<file path="src/rtl/ps2_pkg.sv">
// Shared types and constants for the PS/2 keyboard receiver.
package ps2_pkg;

    typedef enum logic [1:0] {
        S_IDLE   = 2'd0,
        S_DATA   = 2'd1,
        S_PARITY = 2'd2,
        S_STOP   = 2'd3
    } ps2_state_e;

    localparam int unsigned FRAME_BITS      = 11;
    localparam int unsigned DATA_BITS       = 8;
    localparam int unsigned BIT_CNT_W       = $clog2(DATA_BITS);
    localparam int unsigned RDATA_W         = 32;
    localparam int unsigned RDATA_READY_BIT = 8;
    localparam int unsigned RDATA_OVF_BIT   = 9;

endpackage

</file>
<file path="src/rtl/ps2_keyboard_if.sv">
// CPU I/O read port of the PS/2 keyboard: read strobe in, status/data word out.
interface ps2_keyboard_if;

    logic                          io_rdn;
    logic [ps2_pkg::RDATA_W-1:0]   io_rdata;
    logic                          ready;
    logic                          overflow;

    modport master (
        output io_rdn,
        input  io_rdata,
        input  ready,
        input  overflow
    );

    modport slave (
        input  io_rdn,
        output io_rdata,
        output ready,
        output overflow
    );

endinterface

</file>
<file path="src/rtl/ps2_fifo.sv">
// Circular scan-code FIFO; a pop on a full FIFO frees a slot for a same-cycle push.
module ps2_fifo
    import ps2_pkg::*;
#(
    parameter int unsigned DEPTH_LOG2 = 3
) (
    input  logic                 cpu_clk,
    input  logic                 resetn,
    input  logic                 push,
    input  logic [DATA_BITS-1:0] din,
    input  logic                 pop,
    output logic [DATA_BITS-1:0] dout,
    output logic                 empty,
    output logic                 full
);

    localparam int unsigned DEPTH = 1 << DEPTH_LOG2;
    localparam int unsigned CNT_W = DEPTH_LOG2 + 1;

    logic [DATA_BITS-1:0]  mem [DEPTH];
    logic [DEPTH_LOG2-1:0] wr_ptr;
    logic [DEPTH_LOG2-1:0] rd_ptr;
    logic [CNT_W-1:0]      count;
    logic                  do_push;
    logic                  do_pop;

    assign empty   = (count == '0);
    assign full    = (count == CNT_W'(DEPTH));
    assign do_pop  = pop & ~empty;
    assign do_push = push & (~full | do_pop);
    assign dout    = empty ? '0 : mem[rd_ptr];

    // Pointers wrap naturally at their DEPTH_LOG2 width.
    always_ff @(posedge cpu_clk or negedge resetn) begin
        if (!resetn) begin
            wr_ptr <= '0;
            rd_ptr <= '0;
            count  <= '0;
        end else begin
            if (do_push) wr_ptr <= wr_ptr + DEPTH_LOG2'(1);
            if (do_pop)  rd_ptr <= rd_ptr + DEPTH_LOG2'(1);
            case ({do_push, do_pop})
                2'b10:   count <= count + CNT_W'(1);
                2'b01:   count <= count - CNT_W'(1);
                default: count <= count;
            endcase
        end
    end

    always_ff @(posedge cpu_clk) begin
        if (do_push) mem[wr_ptr] <= din;
    end

endmodule

</file>
<file path="src/rtl/ps2_keyboard.sv">
// PS/2 keyboard receiver: synchronise, deframe, queue scan codes, serve CPU reads.
module ps2_keyboard
    import ps2_pkg::*;
#(
    parameter int unsigned DEPTH_LOG2 = 3,
    parameter int unsigned TIMEOUT    = 50000
) (
    input  logic           cpu_clk,
    input  logic           resetn,
    input  logic           ps2_clk,
    input  logic           ps2_data,
    ps2_keyboard_if.slave  cpu
);

    localparam int unsigned TCNT_W = $clog2(TIMEOUT + 1);

    logic [2:0]           clk_sync;
    logic [1:0]           data_sync;
    logic                 fall;
    logic                 bit_in;

    ps2_state_e           state, state_n;
    logic [BIT_CNT_W-1:0] bit_cnt, bit_cnt_n;
    logic [DATA_BITS-1:0] shreg, shreg_n;
    logic                 par, par_n;
    logic                 push_c;
    logic [TCNT_W-1:0]    tcnt;
    logic                 timeout;

    logic                 rdn_q;
    logic                 pop_c;
    logic                 overflow;
    logic                 fifo_empty;
    logic                 fifo_full;
    logic [DATA_BITS-1:0] head;

    // Two-flop synchronisers; the third clock flop exposes falling edges.
    always_ff @(posedge cpu_clk or negedge resetn) begin
        if (!resetn) begin
            clk_sync  <= 3'b111;
            data_sync <= 2'b11;
        end else begin
            clk_sync  <= {clk_sync[1:0], ps2_clk};
            data_sync <= {data_sync[0], ps2_data};
        end
    end

    assign fall   = clk_sync[2] & ~clk_sync[1];
    assign bit_in = data_sync[1];

    // Idle-time counter, saturating so a stalled line never wraps into a false start.
    always_ff @(posedge cpu_clk or negedge resetn) begin
        if (!resetn)                      tcnt <= '0;
        else if (fall)                    tcnt <= '0;
        else if (tcnt != TCNT_W'(TIMEOUT)) tcnt <= tcnt + TCNT_W'(1);
    end

    assign timeout = (state != S_IDLE) && (tcnt == TCNT_W'(TIMEOUT));

    always_ff @(posedge cpu_clk or negedge resetn) begin
        if (!resetn) begin
            state   <= S_IDLE;
            bit_cnt <= '0;
            shreg   <= '0;
            par     <= 1'b0;
        end else begin
            state   <= state_n;
            bit_cnt <= bit_cnt_n;
            shreg   <= shreg_n;
            par     <= par_n;
        end
    end

    // Frame deserialiser; the byte is pushed on the stop-bit edge only if framing and odd parity hold.
    always_comb begin
        state_n   = state;
        bit_cnt_n = bit_cnt;
        shreg_n   = shreg;
        par_n     = par;
        push_c    = 1'b0;
        if (timeout) begin
            state_n = S_IDLE;
        end else if (fall) begin
            case (state)
                S_IDLE: begin
                    if (!bit_in) begin
                        state_n   = S_DATA;
                        bit_cnt_n = '0;
                    end
                end
                S_DATA: begin
                    shreg_n   = {bit_in, shreg[DATA_BITS-1:1]};
                    bit_cnt_n = bit_cnt + BIT_CNT_W'(1);
                    if (bit_cnt == BIT_CNT_W'(DATA_BITS - 1)) state_n = S_PARITY;
                end
                S_PARITY: begin
                    par_n   = bit_in;
                    state_n = S_STOP;
                end
                S_STOP: begin
                    push_c  = bit_in & (^{shreg, par});
                    state_n = S_IDLE;
                end
                default: state_n = S_IDLE;
            endcase
        end
    end

    // One pop per read strobe, on its first low cycle.
    always_ff @(posedge cpu_clk or negedge resetn) begin
        if (!resetn) rdn_q <= 1'b1;
        else         rdn_q <= cpu.io_rdn;
    end

    assign pop_c = ~cpu.io_rdn & rdn_q;

    always_ff @(posedge cpu_clk or negedge resetn) begin
        if (!resetn)                              overflow <= 1'b0;
        else if (push_c & fifo_full & ~pop_c)     overflow <= 1'b1;
        else if (pop_c)                           overflow <= 1'b0;
    end

    ps2_fifo #(
        .DEPTH_LOG2 (DEPTH_LOG2)
    ) u_fifo (
        .cpu_clk (cpu_clk),
        .resetn  (resetn),
        .push    (push_c),
        .din     (shreg),
        .pop     (pop_c),
        .dout    (head),
        .empty   (fifo_empty),
        .full    (fifo_full)
    );

    assign cpu.ready    = ~fifo_empty;
    assign cpu.overflow = overflow;

    always_comb begin
        cpu.io_rdata                  = '0;
        cpu.io_rdata[DATA_BITS-1:0]   = head;
        cpu.io_rdata[RDATA_READY_BIT] = ~fifo_empty;
        cpu.io_rdata[RDATA_OVF_BIT]   = overflow;
    end

endmodule

</file>
<file path="src/flat_wrapper.sv">
// flat-port wrapper written by rule: the top's interface ports become plain ports
module ps2_keyboard_flat import ps2_pkg::*;
#(
    parameter int unsigned DEPTH_LOG2 = 3,
    parameter int unsigned TIMEOUT    = 50000
)
  (cpu_clk, resetn, ps2_clk, ps2_data, cpu_io_rdn, cpu_io_rdata, cpu_ready, cpu_overflow);
  ps2_keyboard_if cpu_i ();
  input  logic cpu_clk;
  input  logic resetn;
  input  logic ps2_clk;
  input  logic ps2_data;
  input wire logic [$bits(cpu_i.io_rdn)-1:0] cpu_io_rdn;
  output wire logic [$bits(cpu_i.io_rdata)-1:0] cpu_io_rdata;
  output wire logic [$bits(cpu_i.ready)-1:0] cpu_ready;
  output wire logic [$bits(cpu_i.overflow)-1:0] cpu_overflow;
  assign cpu_i.io_rdn = cpu_io_rdn;
  assign cpu_io_rdata = cpu_i.io_rdata;
  assign cpu_ready = cpu_i.ready;
  assign cpu_overflow = cpu_i.overflow;
  ps2_keyboard #(.DEPTH_LOG2(DEPTH_LOG2), .TIMEOUT(TIMEOUT)) u_core (.cpu_clk(cpu_clk), .resetn(resetn), .ps2_clk(ps2_clk), .ps2_data(ps2_data), .cpu(cpu_i));
endmodule
</file>
<file path="config.mk">
export PLATFORM = sky130hd
export DESIGN_NAME = ps2_keyboard_flat
export DESIGN_NICKNAME = d
export VERILOG_FILES = /design/src/rtl/ps2_pkg.sv /design/src/rtl/ps2_keyboard_if.sv /design/src/rtl/ps2_fifo.sv /design/src/rtl/ps2_keyboard.sv /design/src/flat_wrapper.sv
export SDC_FILE = /design/constraint.sdc
export NUM_CORES = 1
export LEC_CHECK = 0
export BUFFER_PORTS_ARGS = -buffer_cell sky130_fd_sc_hd__buf_2
export CAP_MARGIN = 20
export CORE_MARGIN = 2
export CORE_UTILIZATION = 50
export CTS_CLUSTER_DIAMETER = 80
export DETAILED_ROUTE_END_ITERATION = 16
export PLACE_DENSITY = 0.71
export SYNTH_ARGS = -nofsm -noshare
export SYNTH_HDL_FRONTEND = slang
export SYNTH_HIERARCHICAL = 1
export SYNTH_SLANG_ARGS = --single-unit
</file>
<file path="constraint.sdc">
create_clock -name cpu_clk -period 3.5 [get_ports cpu_clk]
set_input_delay 0.35 -clock cpu_clk [delete_from_list [all_inputs] [get_ports cpu_clk]]
set_output_delay 0.35 -clock cpu_clk [all_outputs]
set_load 0.005 [all_outputs]
</file>
### After elaboration in Yosys (flattened, before gate mapping)

Memories as Yosys holds them, arrays and structs flattened.
Index checks and enable logic that the tools add are counted.

| word-level totals | value |
|---|---|
| register bits | 47 |
| bits in writable memories | 64 |
| bits of input ports | 5 |
| output and inout port bits | 34 |
| logic and storage cells | 77 |
| memories kept | 1 |

| operators by class | value |
|---|---|
| add/sub/neg operators | 6 |
| eq/ne operators | 12 |
| multiplexer cells | 18 |
| bitwise operators | 14 |
| reductions and logical operators | 14 |

Memories:

| name | words | width | rd ports | clocked after memory_dff | wr ports | RTL line | text |
|---|---|---|---|---|---|---|---|
| u_core.u_fifo.mem | 8 | 8 | 1 | 0 | 1 | ps2_fifo.sv:20 | `logic [DATA_BITS-1:0] mem [DEPTH];` |

Operators with widths:

| operator | count |
|---|---|
| $mux W16 | 2 |
| $add A16 B1 Y16 const B | 1 |
| $eq A16 B16 Y1 const B | 1 |
| $ne A16 B16 Y1 const B | 1 |
| $reduce_bool A2 Y1 | 6 |
| $add A3 B1 Y3 const B | 3 |
| $reduce_and A3 Y1 | 3 |
| $reduce_xor A9 Y1 | 1 |
| $mux W2 | 4 |
| $mux W8 | 1 |
| $pmux W2 S4 | 1 |
| $pmux W4 S2 | 1 |
| $and A1 B1 Y1 | 7 |
| $mux W1 | 7 |
| $eq A2 B2 Y1 const B | 3 |
| $not A1 Y1 | 6 |
| $pmux W3 S2 | 1 |
| $add A4 B1 Y4 const B | 1 |
| $eq A2 B1 Y1 const B | 2 |
| $eq A4 B4 Y1 const B | 1 |
| $logic_not A4 Y1 | 1 |
| $reduce_and A4 Y1 | 1 |
| $sub A4 B1 Y4 const B | 1 |
| $eq A3 B3 Y1 const B | 1 |
| 7 further kinds | 7 |

### Longest topological paths before layout

Gate-level depths: netlist of the first run.

| logic depth | value |
|---|---|
| depth in word-level cells | 8 |
| gate-level depth with buffers | 14 |
| mapped depth without buffers | 14 |

### Cells and area by module

Netlist of the first run, hierarchy kept.

By module, submodules not included:

| module | times used | cells an instance | area an instance (µm²) | seq. area each (µm²) |
|---|---|---|---|---|
| ps2_fifo | 1 | 168 | 3104.2 | 2172.1 |
| ps2_keyboard | 1 | 193 | 2063.2 | 933.4 |

### Worst setup path after synthesis of the first run

Ideal clock, no wire load.

| timing | value |
|---|---|
| kind | reg-to-reg |
| start point | reg u_core.clk_sync[2] |
| end point | mem u_core.u_fifo.mem[4][0], enable pin |
| setup time | 0.383 ns |
| data arrival time | 3.126 ns |
| data required time | 3.117 ns |
| setup slack | -0.009 ns |
| stages on the path, launching flop included | 8 |
| buffers on the path | 1 |
| clock period less this slack | 3.509 ns |
| path through | dfstp_2 > nor2b_1 > clkbuf_1 > nand3_1 > nor3_1 > o31ai_4 > or2_2 > nor3_1 |

| on the way | value |
|---|---|
| word-level cells in the longest chain between the ends | 6 |

RTL lines:

| what | RTL line | text |
|---|---|---|
| start: declaration | ps2_keyboard.sv:17 | `logic [2:0] clk_sync;` |
| start signal: assignment | ps2_keyboard.sv:43 | `clk_sync <= {clk_sync[1:0], ps2_clk};` |
| $and A1 B1 Y1 | ps2_keyboard.sv:48 | `assign fall = clk_sync[2] & ~clk_sync[1];` |
| $mux W1 | ps2_keyboard.sv:83 | `end else if (fall) begin` |
| $mux W1 | ps2_keyboard.sv:81 | `if (timeout) begin` |
| via u_core.push_c | ps2_keyboard.sv:26 | `logic push_c;` |
| $and A1 B1 Y1 | ps2_fifo.sv:30 | `assign do_push = push & (~full \| do_pop);` |
| $mux W1 | ps2_fifo.sv:51 | `if (do_push) mem[wr_ptr] <= din;` |
| $mux W1 (not written as such) | ps2_fifo.sv:51 |  |
| end: declaration | ps2_fifo.sv:20 |  |

The timed path passes the listed nets, and every way through them passes these cells.

### Final worst setup path of the first run

| timing | value |
|---|---|
| start point | reg u_core.shreg[4] |
| end point | reg u_core.u_fifo.count[3] |

| on the way | value |
|---|---|
| word-level cells in the longest chain between the ends | 8 |
| elaborated cells on any way between the ends | 10 |
| classes of those cells | eq/ne: 2; mux: 4; bitwise: 2; reduce/logical: 2 |

RTL lines:

| what | RTL line | text |
|---|---|---|
| start: declaration | ps2_keyboard.sv:24 | `logic [DATA_BITS-1:0] shreg, shreg_n;` |
| start signal: assignment | ps2_keyboard.sv:69 | `shreg <= shreg_n;` |
| $reduce_xor A9 Y1 * | ps2_keyboard.sv:101 | `push_c = bit_in & (^{shreg, par});` |
| $and A1 B1 Y1 * | ps2_keyboard.sv:101 |  |
| $mux W1 * | ps2_keyboard.sv:84 | `case (state)` |
| $mux W1 * | ps2_keyboard.sv:83 |  |
| $mux W1 * | ps2_keyboard.sv:81 |  |
| via u_core.push_c | ps2_keyboard.sv:26 |  |
| $and A1 B1 Y1 * | ps2_fifo.sv:30 |  |
| $eq A2 B1 Y1 / $eq A2 B2 Y1 (equally long branches) | ps2_fifo.sv:42 | `case ({do_push, do_pop})` |
| $pmux W4 S2 / $reduce_bool A2 Y1 (equally long branches) | - |  |
| end signal: assignment | ps2_fifo.sv:43 | `2'b10: count <= count + CNT_W'(1);` |
| end signal: assignment | ps2_fifo.sv:44 | `2'b01: count <= count - CNT_W'(1);` |
| end signal: assignment | ps2_fifo.sv:45 | `default: count <= count;` |
| end: declaration | ps2_fifo.sv:23 | `logic [CNT_W-1:0] count;` |

The timed path passes the listed nets; every way through them passes the cells marked *.
A chain may end at the register's enable or synchronous reset.

==> qor.tcl, run 1 <==
set qor(share_comb_of_total_power_pct) 30.2
set qor(finalMaxSlewViolations) 0
set qor(ir_drop_uv) 321
set qor(slew_headroom_pct) 50.8
set qor(holdPathStages) 1
set qor(mappedNetlistArea_um2) 5170
set qor(pwr-share-seq_pct) 51.6
set qor(critPathArrivalTime_ns) 3.20
set qor(detail_route.vias_per_cell) 5.28
set qor(grt_first_pass_wirelength_mm) 14.4
set qor(gr-total-overflow) 0
set qor(fp.dieArea_um2) 11200
set qor(synthToLayoutAreaGrowth_pct) 7.72
set qor(layout.cells.most_common) {sky130_fd_sc_hd__edfxtp_1}
set qor(fmaxAchievable_ghz) 0.336
set qor(numPortBuffers) 16
set qor(initialDrtViolationCount) 174
set qor(timing.reg2reg.worst_path_depth) 12
set qor(drive_above_1_share_pct) 24.4
set qor(synth_warnings) 6
set qor(floorplan.die.width_um) 106
set qor(synth-edff-count) 64
set qor(clock_tree.htree_level_count) 3
set qor(run_status) {complete, no violations}
set qor(detailedRoute.firstPassIterationCount) 5
set qor(ffs_w_async_s_r_synth_pct) 42.3
set qor(synth.ff_latch_count) 111
set qor(postCtsSetupBuffers) 0
set qor(final_core_utilization_pct) 54.7
set qor(tightest_slew_ns) 0.735
set qor(global_route.usage.total_pct) 16.7
set qor(maxCapViolations) 0
set qor(clkSlewWorstSetupHoldPaths_ns) 0.10
set qor(clock_path_buffers) 2
set qor(place_hpwl_mm) 5.73
set qor(post-route-min-period_ns) 2.98
set qor(clkLatencyLatePin_ns) 0.37
set qor(cts_hold_buffers) 0
set qor(netSwitchingFraction_pct) 33.0
set qor(setup_repair_after_global_routing_missed_its_margin) {false}
set qor(final.setup.tns_ns) 0
set qor(grt_pass1_vias) 2868
set qor(finalWeightedCongestion) 0.786
set qor(number_of_antenna_violations_at_the_first_check_in_global_routing) 0
set qor(cts_inserted_buffers) 9
set qor(synth_cell_type_count) 58
set qor(skew_ns) 0.0148
set qor(dp_cells) 512
set qor(wire_per_inst_um) 16.1
set qor(syn-mean-instance-area_um2) 14.3
set qor(detail_route.wirelength_mm) 8.53
set qor(yosysSeqAreaShare_pct) 60.1
set qor(antennaDiodeCount) 0
set qor(total_switching_power_uw) 1270
set qor(layout_common_cells) {sky130_fd_sc_hd__edfxtp_1, sky130_fd_sc_hd__dfrtp_1, sky130_fd_sc_hd__nor2_1, sky130_fd_sc_hd__conb_1, sky130_fd_sc_hd__xnor2_1}
set qor(setup-violations-final) 0
set qor(cts.sink_count) 111
set qor(coreArea_um2) 10200
set qor(path_max_fanout) 11
set qor(critPathLaunchType) {flip-flop}
set qor(clock_tree.root_cell) {sky130_fd_sc_hd__clkbuf_8}
set qor(detail-route-antenna-nets) 0
set qor(final-hold-violation-count) 0
set qor(critical_path_capture_point_type) {flip-flop}
set qor(final_net_count) 408
set qor(required_ns) 3.73
set qor(die_h_um) 106
set qor(power_frac_clock_pct) 18.2
set qor(grt_max_degree) 48
set qor(fp-row-count) 37
set qor(floorplan.io_pins) 39
set qor(route.detailed.drc) 0
set qor(power_per_cell_area_nw_per_um2) 691
set qor(synthCells) 361
set qor(timing.hold.ws_ns) 0.0782
set qor(tritoncts) {built}
set qor(vias) 2797
set qor(layout_worst_path_cycle_share_pct) 85.0
set qor(post_layout_nonfiller_instances) 530
set qor(initial_utilization_pct) 50.7
set qor(yosys_most_used_dff) {sky130_fd_sc_hd__edfxtp_1}
set qor(p_leak_uw) 0.00213
set qor(min_path_type) {primary input to flip-flop}
set qor(cts_resized) 0
set qor(cell_internal_pwr_uw) 2580
set qor(critPathKind) {flip-flop to flip-flop}
==> logic make-up after synthesis <==
| family | after synthesis | share of synthesized area [%] |
|---|---|---|
| DFF | 111 | 60.1 |
| and+or+nand+nor | 92 | 10.2 |
| buffers and inverters | 49 | 5.57 |
| muxes | 40 | 12.0 |
| AOI/OAI and AO/OA | 32 | 4.55 |
| xor gates and xnor gates | 22 | 4.00 |
| adders and majority gates | 14 | 3.54 |
| other | 1 | 0.0726 |
==> cells in the mapped netlist, types with 3 or more instances <==
cell | n | area [um2]
sky130_fd_sc_hd__nand2_1 | 10 | 37.5
sky130_fd_sc_hd__a21oi_1 | 9 | 45.0
sky130_fd_sc_hd__and4bb_2 | 3 | 37.5
sky130_fd_sc_hd__xnor2_1 | 17 | 149
sky130_fd_sc_hd__ha_1 | 13 | 163
sky130_fd_sc_hd__dfrtp_1 | 41 | 1030
sky130_fd_sc_hd__nor2_1 | 27 | 101
sky130_fd_sc_hd__edfxtp_1 | 64 | 1920
sky130_fd_sc_hd__dfstp_2 | 6 | 158
sky130_fd_sc_hd__mux4_2 | 16 | 360
sky130_fd_sc_hd__nand2b_1 | 5 | 31.3
sky130_fd_sc_hd__mux2i_1 | 11 | 110
sky130_fd_sc_hd__o21ai_0 | 10 | 50.1
sky130_fd_sc_hd__inv_1 | 16 | 60.1
sky130_fd_sc_hd__nor4_1 | 3 | 18.8
sky130_fd_sc_hd__mux2_2 | 12 | 135
sky130_fd_sc_hd__buf_4 | 25 | 188
sky130_fd_sc_hd__buf_1 | 3 | 11.3
sky130_fd_sc_hd__nor2b_1 | 3 | 18.8
sky130_fd_sc_hd__nand3_1 | 7 | 35.0
sky130_fd_sc_hd__or3_1 | 7 | 43.8
sky130_fd_sc_hd__nor3_1 | 8 | 40.0
sky130_fd_sc_hd__xor2_1 | 4 | 35.0
==> cell type report <==
class	count	area, um2
well taps	136	170
clock inverters	6	52.6
fillers	827	4620
flip-flops and latches	111	3110
repair buffers	29	193
inverters	16	60.1
clock buffers	10	128
multi-input cells	222	1860
==> power groups by stage <==
stage | Clock (uW) | Combinational (uW) | Sequential (uW)
floorplan | 0 | 1040 | 1840
global placement | 0 | 1130 | 2000
detailed placement | 0 | 1170 | 2020
CTS | 727 | 1180 | 1990
global route | 779 | 1300 | 2030
finish | 699 | 1160 | 1990
==> routing by layer <==
layer | track usage (%) | vias up | part of all wire (%)
met5 | 0 | - | 0
met4 | 3.85 | 0 | 0.91
met1 | 21.4 | 1397 | 43
met3 | 4.33 | 6 | 3.8
met2 | 28.8 | 63 | 52
li1 | - | 1331 | -
==> registers in the layout, indices dropped and copies added (netlist names) <==
register	count
u_core/u_fifo/rd_ptr	3
u_core/tcnt	16
u_core/par	1
u_core/clk_sync	3
u_core/cpu.overflow	1
u_core/u_fifo/count	4
u_core/rdn_q	1
u_core/state	2
u_core/data_sync	2
u_core/u_fifo/mem	64
u_core/bit_cnt	3
u_core/u_fifo/wr_ptr	3
u_core/shreg	8
==> worst max-delay path: stages (launching register included) <==
cell,delay [ns]
sky130_fd_sc_hd__dfrtp_1,0.56
sky130_fd_sc_hd__xnor2_1,0.16
sky130_fd_sc_hd__xnor3_1,0.42
sky130_fd_sc_hd__xnor2_1,0.17
sky130_fd_sc_hd__nor3_2,0.15
sky130_fd_sc_hd__inv_1,0.10
sky130_fd_sc_hd__nand2b_1,0.12
sky130_fd_sc_hd__inv_1,0.07
sky130_fd_sc_hd__ha_1,0.28
sky130_fd_sc_hd__a211oi_1,0.10
sky130_fd_sc_hd__or3_1,0.40
sky130_fd_sc_hd__o211ai_1,0.18
sky130_fd_sc_hd__o221ai_1,0.13
==> stage by stage <==
step	cell area, um2	power, uW	setup slack (ns)
6_report	5570	3850	0.524
2_1_floorplan	5250	2870	0.286
5_1_grt	5570	4100	0.273
3_5_place_dp	5360	3190	0.572
4_1_cts	5540	3900	0.539
3_3_place_gp	5360	3130	0.694
==> worst paths after layout <==
kind / startpoint / to / slack [ns]
min in group asynchronous: resetn / u_core/u_fifo/rd_ptr[2] / 0.43
worst max register to register: u_core/shreg[4] / u_core/u_fifo/count[3] / 0.52
worst min register to register: u_core/data_sync[0] / u_core/data_sync[1] / 0.36
max in group asynchronous: resetn / u_core/data_sync[0] / 2.51
worst min-delay path: ps2_data / u_core/data_sync[0] / 0.08
worst max-delay path: u_core/shreg[4] / u_core/u_fifo/count[3] / 0.52
Note: power is estimated with default switching activity, not from simulation.
==> run 2: changes to the inputs <==
--- a/config.mk
+++ b/config.mk
@@ -12,6 +12,7 @@
 export CTS_CLUSTER_DIAMETER = 80
 export DETAILED_ROUTE_END_ITERATION = 16
 export PLACE_DENSITY = 0.71
+export RECOVER_POWER = 25
 export SYNTH_ARGS = -nofsm -noshare
 export SYNTH_HDL_FRONTEND = slang
 export SYNTH_HIERARCHICAL = 1
==> qor.tcl, run 2 (same netlist as run 1, synthesis figures left out) <==
set qor(antennaDiodeCount) 0 ;# unchanged
set qor(seq_area_um2) 3110 ;# unchanged
set qor(critical-path-top-delay-family) {XOR/XNOR gates}
set qor(clkLatencyLatePin_ns) 0.37 ;# about the same
set qor(global_route.usage.total_pct) 16.7 ;# unchanged
set qor(floorplan.die.width_um) 106 ;# unchanged
set qor(route.detailed.drc) 0 ;# unchanged
set qor(clock_path_buffers) 2 ;# unchanged
set qor(grt_pass1_vias) 2868 ;# unchanged
set qor(fmaxAchievable_ghz) 0.336 ;# about the same
set qor(power_frac_clock_pct) 18.2 ;# about the same
set qor(r2r-start) {u_core/shreg[4]}
set qor(cts_resized) 0 ;# unchanged
set qor(layout_top_registers) {u_core/u_fifo/mem: 64 flops, u_core/tcnt: 16 flops, u_core/shreg: 8 flops}
set qor(final_net_count) 408 ;# unchanged
set qor(coreArea_um2) 10200 ;# unchanged
set qor(largest_reg_flops) 64 ;# unchanged
set qor(path_max_fanout) 11 ;# unchanged
set qor(required_ns) 3.73 ;# about the same
set qor(post-route-min-period_ns) 2.98 ;# +0.000993 ns
set qor(numPortBuffers) 16 ;# unchanged
set qor(crit_path_start) {u_core/shreg[4]}
set qor(detail_route.vias_per_cell) 5.29 ;# +0.21%
set qor(final_cell_area_um2) 5570 ;# about the same
set qor(timing.critical_path.buf_inv) 2 ;# unchanged
set qor(critPathArrivalTime_ns) 3.21 ;# about the same
set qor(final.setup.tns_ns) 0 ;# unchanged
set qor(slowest_stage) {sky130_fd_sc_hd__dfrtp_1}
set qor(tightest_slew_ns) 0.923 ;# +0.188 ns
set qor(reg2reg_setup_slack_ns) 0.52 ;# about the same
set qor(total_switching_power_uw) 1270 ;# +0.17%
set qor(grt_first_pass_wirelength_mm) 14.4 ;# unchanged
set qor(initial_utilization_pct) 50.7 ;# unchanged
set qor(critical_path.endpoint) {u_core/u_fifo/count[3]}
set qor(clock_tree.htree_level_count) 3 ;# unchanged
set qor(place_hpwl_mm) 5.73 ;# unchanged
set qor(gr-total-overflow) 0 ;# unchanged
set qor(wire_per_inst_um) 16.1 ;# about the same
set qor(vias) 2803 ;# +0.21%
set qor(fp-row-count) 37 ;# unchanged
set qor(min_path_type) {primary input to flip-flop}
set qor(share_comb_of_total_power_pct) 30.2 ;# about the same
set qor(cell_internal_pwr_uw) 2570 ;# about the same
set qor(p_leak_uw) 0.00213 ;# -0.16%
set qor(initialDrtViolationCount) 174 ;# unchanged
set qor(floorplan.io_pins) 39 ;# unchanged
set qor(worst-path-stages) 12 ;# unchanged
set qor(pwr-share-seq_pct) 51.6 ;# about the same
set qor(power_per_cell_area_nw_per_um2) 691 ;# about the same
set qor(multi_input_comb_area_um2) 1860 ;# unchanged
set qor(placedInstanceArea_um2) 5360 ;# unchanged
set qor(critPathKind) {flip-flop to flip-flop}
set qor(slew_headroom_pct) 38.5 ;# -12 points
set qor(layout.cells.most_common) {sky130_fd_sc_hd__edfxtp_1}
set qor(maxCapViolations) 0 ;# unchanged
set qor(final-hold-violation-count) 0 ;# unchanged
set qor(netSwitchingFraction_pct) 33.1 ;# +0.042 points
set qor(slowest_delay_ns) 0.56 ;# about the same
set qor(fp.dieArea_um2) 11200 ;# unchanged
set qor(n_fill_cell) 828 ;# +0.12%
set qor(cts.sink_count) 111 ;# unchanged
set qor(ir_drop_uv) 324 ;# +0.94%
set qor(clkSlewWorstSetupHoldPaths_ns) 0.10 ;# about the same
set qor(drive_above_1_share_pct) 23.9 ;# -0.51 points
set qor(setup-violations-final) 0 ;# unchanged
set qor(run_status) {complete, no violations}
set qor(tritoncts) {built}
set qor(grt_max_degree) 48 ;# unchanged
set qor(finalMaxSlewViolations) 0 ;# unchanged
set qor(critical_path_capture_point_type) {flip-flop}
set qor(number_of_antenna_violations_at_the_first_check_in_global_routing) 0 ;# unchanged
set qor(detail_route.wirelength_mm) 8.53 ;# about the same
set qor(finalWeightedCongestion) 0.786 ;# unchanged
set qor(setup_repair_after_global_routing_missed_its_margin) {false}
set qor(skew_ns) 0.0151 ;# +0.000306 ns
set qor(clock_tree.root_cell) {sky130_fd_sc_hd__clkbuf_8}
set qor(detailedRoute.firstPassIterationCount) 4 ;# -1
set qor(detail-route-antenna-nets) 0 ;# unchanged
set qor(die_h_um) 106 ;# unchanged
set qor(worst_r2r_endpoint) {u_core/u_fifo/count[3]}
set qor(synthToLayoutAreaGrowth_pct) 7.70 ;# about the same
set qor(cts_inserted_buffers) 9 ;# unchanged
set qor(timing.reg2reg.worst_path_depth) 12 ;# unchanged
set qor(layout_worst_path_cycle_share_pct) 85.0 ;# about the same
set qor(crit_path_cell_trace) {xnor2_1, xnor3_1, xnor2_1, nor3_2, inv_1, nand2b_1, inv_1, ha_1, a211oi_1, or3_1, o211ai_1, o221ai_1}
set qor(largest-register) {u_core/u_fifo/mem}
set qor(postCtsSetupBuffers) 0 ;# unchanged
set qor(layout_common_cells) {sky130_fd_sc_hd__edfxtp_1, sky130_fd_sc_hd__dfrtp_1, sky130_fd_sc_hd__nor2_1, sky130_fd_sc_hd__conb_1, sky130_fd_sc_hd__xnor2_1}
set qor(critPathLaunchType) {flip-flop}
[run 2: through the flow]
step	hold WS, ns	worst slack [ns]	utilization, %	total power [uW]	cells
3_5_place_dp	0.347	0.572	52.6	3190	512
3_3_place_gp	0.347	0.694	52.6	3130	512
2_1_floorplan	0.0544	0.286	-	2870	382
4_1_cts	0.0542	0.539	54.4	3900	528
6_report	0.0735	0.523	54.6	3850	530
5_1_grt	0.0501	0.273	54.6	4100	530
[run 2: how the worst min path moves through the flow]
stage / slack, ns / end / startpoint / cells past startpoint
after floorplan: 0.05 / u_core/bit_cnt[0] / resetn / 0
after global placement: 0.35 / u_core/data_sync[1] / u_core/data_sync[0] / 0
after detailed placement: 0.35 / u_core/data_sync[1] / u_core/data_sync[0] / 0
after CTS: 0.05 / u_core/data_sync[0] / ps2_data / 1
after global routing: 0.05 / u_core/clk_sync[0] / ps2_clk / 1
final: 0.07 / u_core/data_sync[0] / ps2_data / 1
[run 2: final cells by class]
class | count | area share (%)
Clock inverter | 6 | 0.944
Sequential cell | 111 | 55.8
Inverter | 16 | 1.08
Tap cell | 136 | 3.06
Timing Repair Buffer | 29 | 3.44
Clock buffer | 10 | 2.29
Multi-Input combinational cell | 222 | 33.4
[run 2: worst register-to-register path: stages (launching register included)]
cell and delay [ns]:
sky130_fd_sc_hd__dfrtp_1 0.56, sky130_fd_sc_hd__xnor2_1 0.16, sky130_fd_sc_hd__xnor3_1 0.42, sky130_fd_sc_hd__xnor2_1 0.17
sky130_fd_sc_hd__nor3_2 0.16, sky130_fd_sc_hd__inv_1 0.10, sky130_fd_sc_hd__nand2b_1 0.12, sky130_fd_sc_hd__inv_1 0.07
sky130_fd_sc_hd__ha_1 0.28, sky130_fd_sc_hd__a211oi_1 0.10, sky130_fd_sc_hd__or3_1 0.40, sky130_fd_sc_hd__o211ai_1 0.18
sky130_fd_sc_hd__o221ai_1 0.13
[run 2: timing repair]
action | 4_1_cts | 5_1_grt
endpoints found under the setup margin | 0 | 0
hold buffers | 0 | 1
endpoints found under the hold margin | 0 | 11
[run 2: power by group through the flow]
stage          Combinational (uW)  Sequential (uW)  Clock (uW)
2_1_floorplan                1040             1840           0
3_3_place_gp                 1130             2000           0
3_5_place_dp                 1170             2020           0
4_1_cts                      1180             1990         727
5_1_grt                      1300             2030         779
6_report                     1160             1980         702
[run 2: per-layer routing]
metal | track usage [%] | part of all wire [%]
met4 | 3.85 | 1.3
met2 | 28.8 | 52
met5 | 0 | 0
met3 | 4.33 | 3.8
met1 | 21.4 | 43
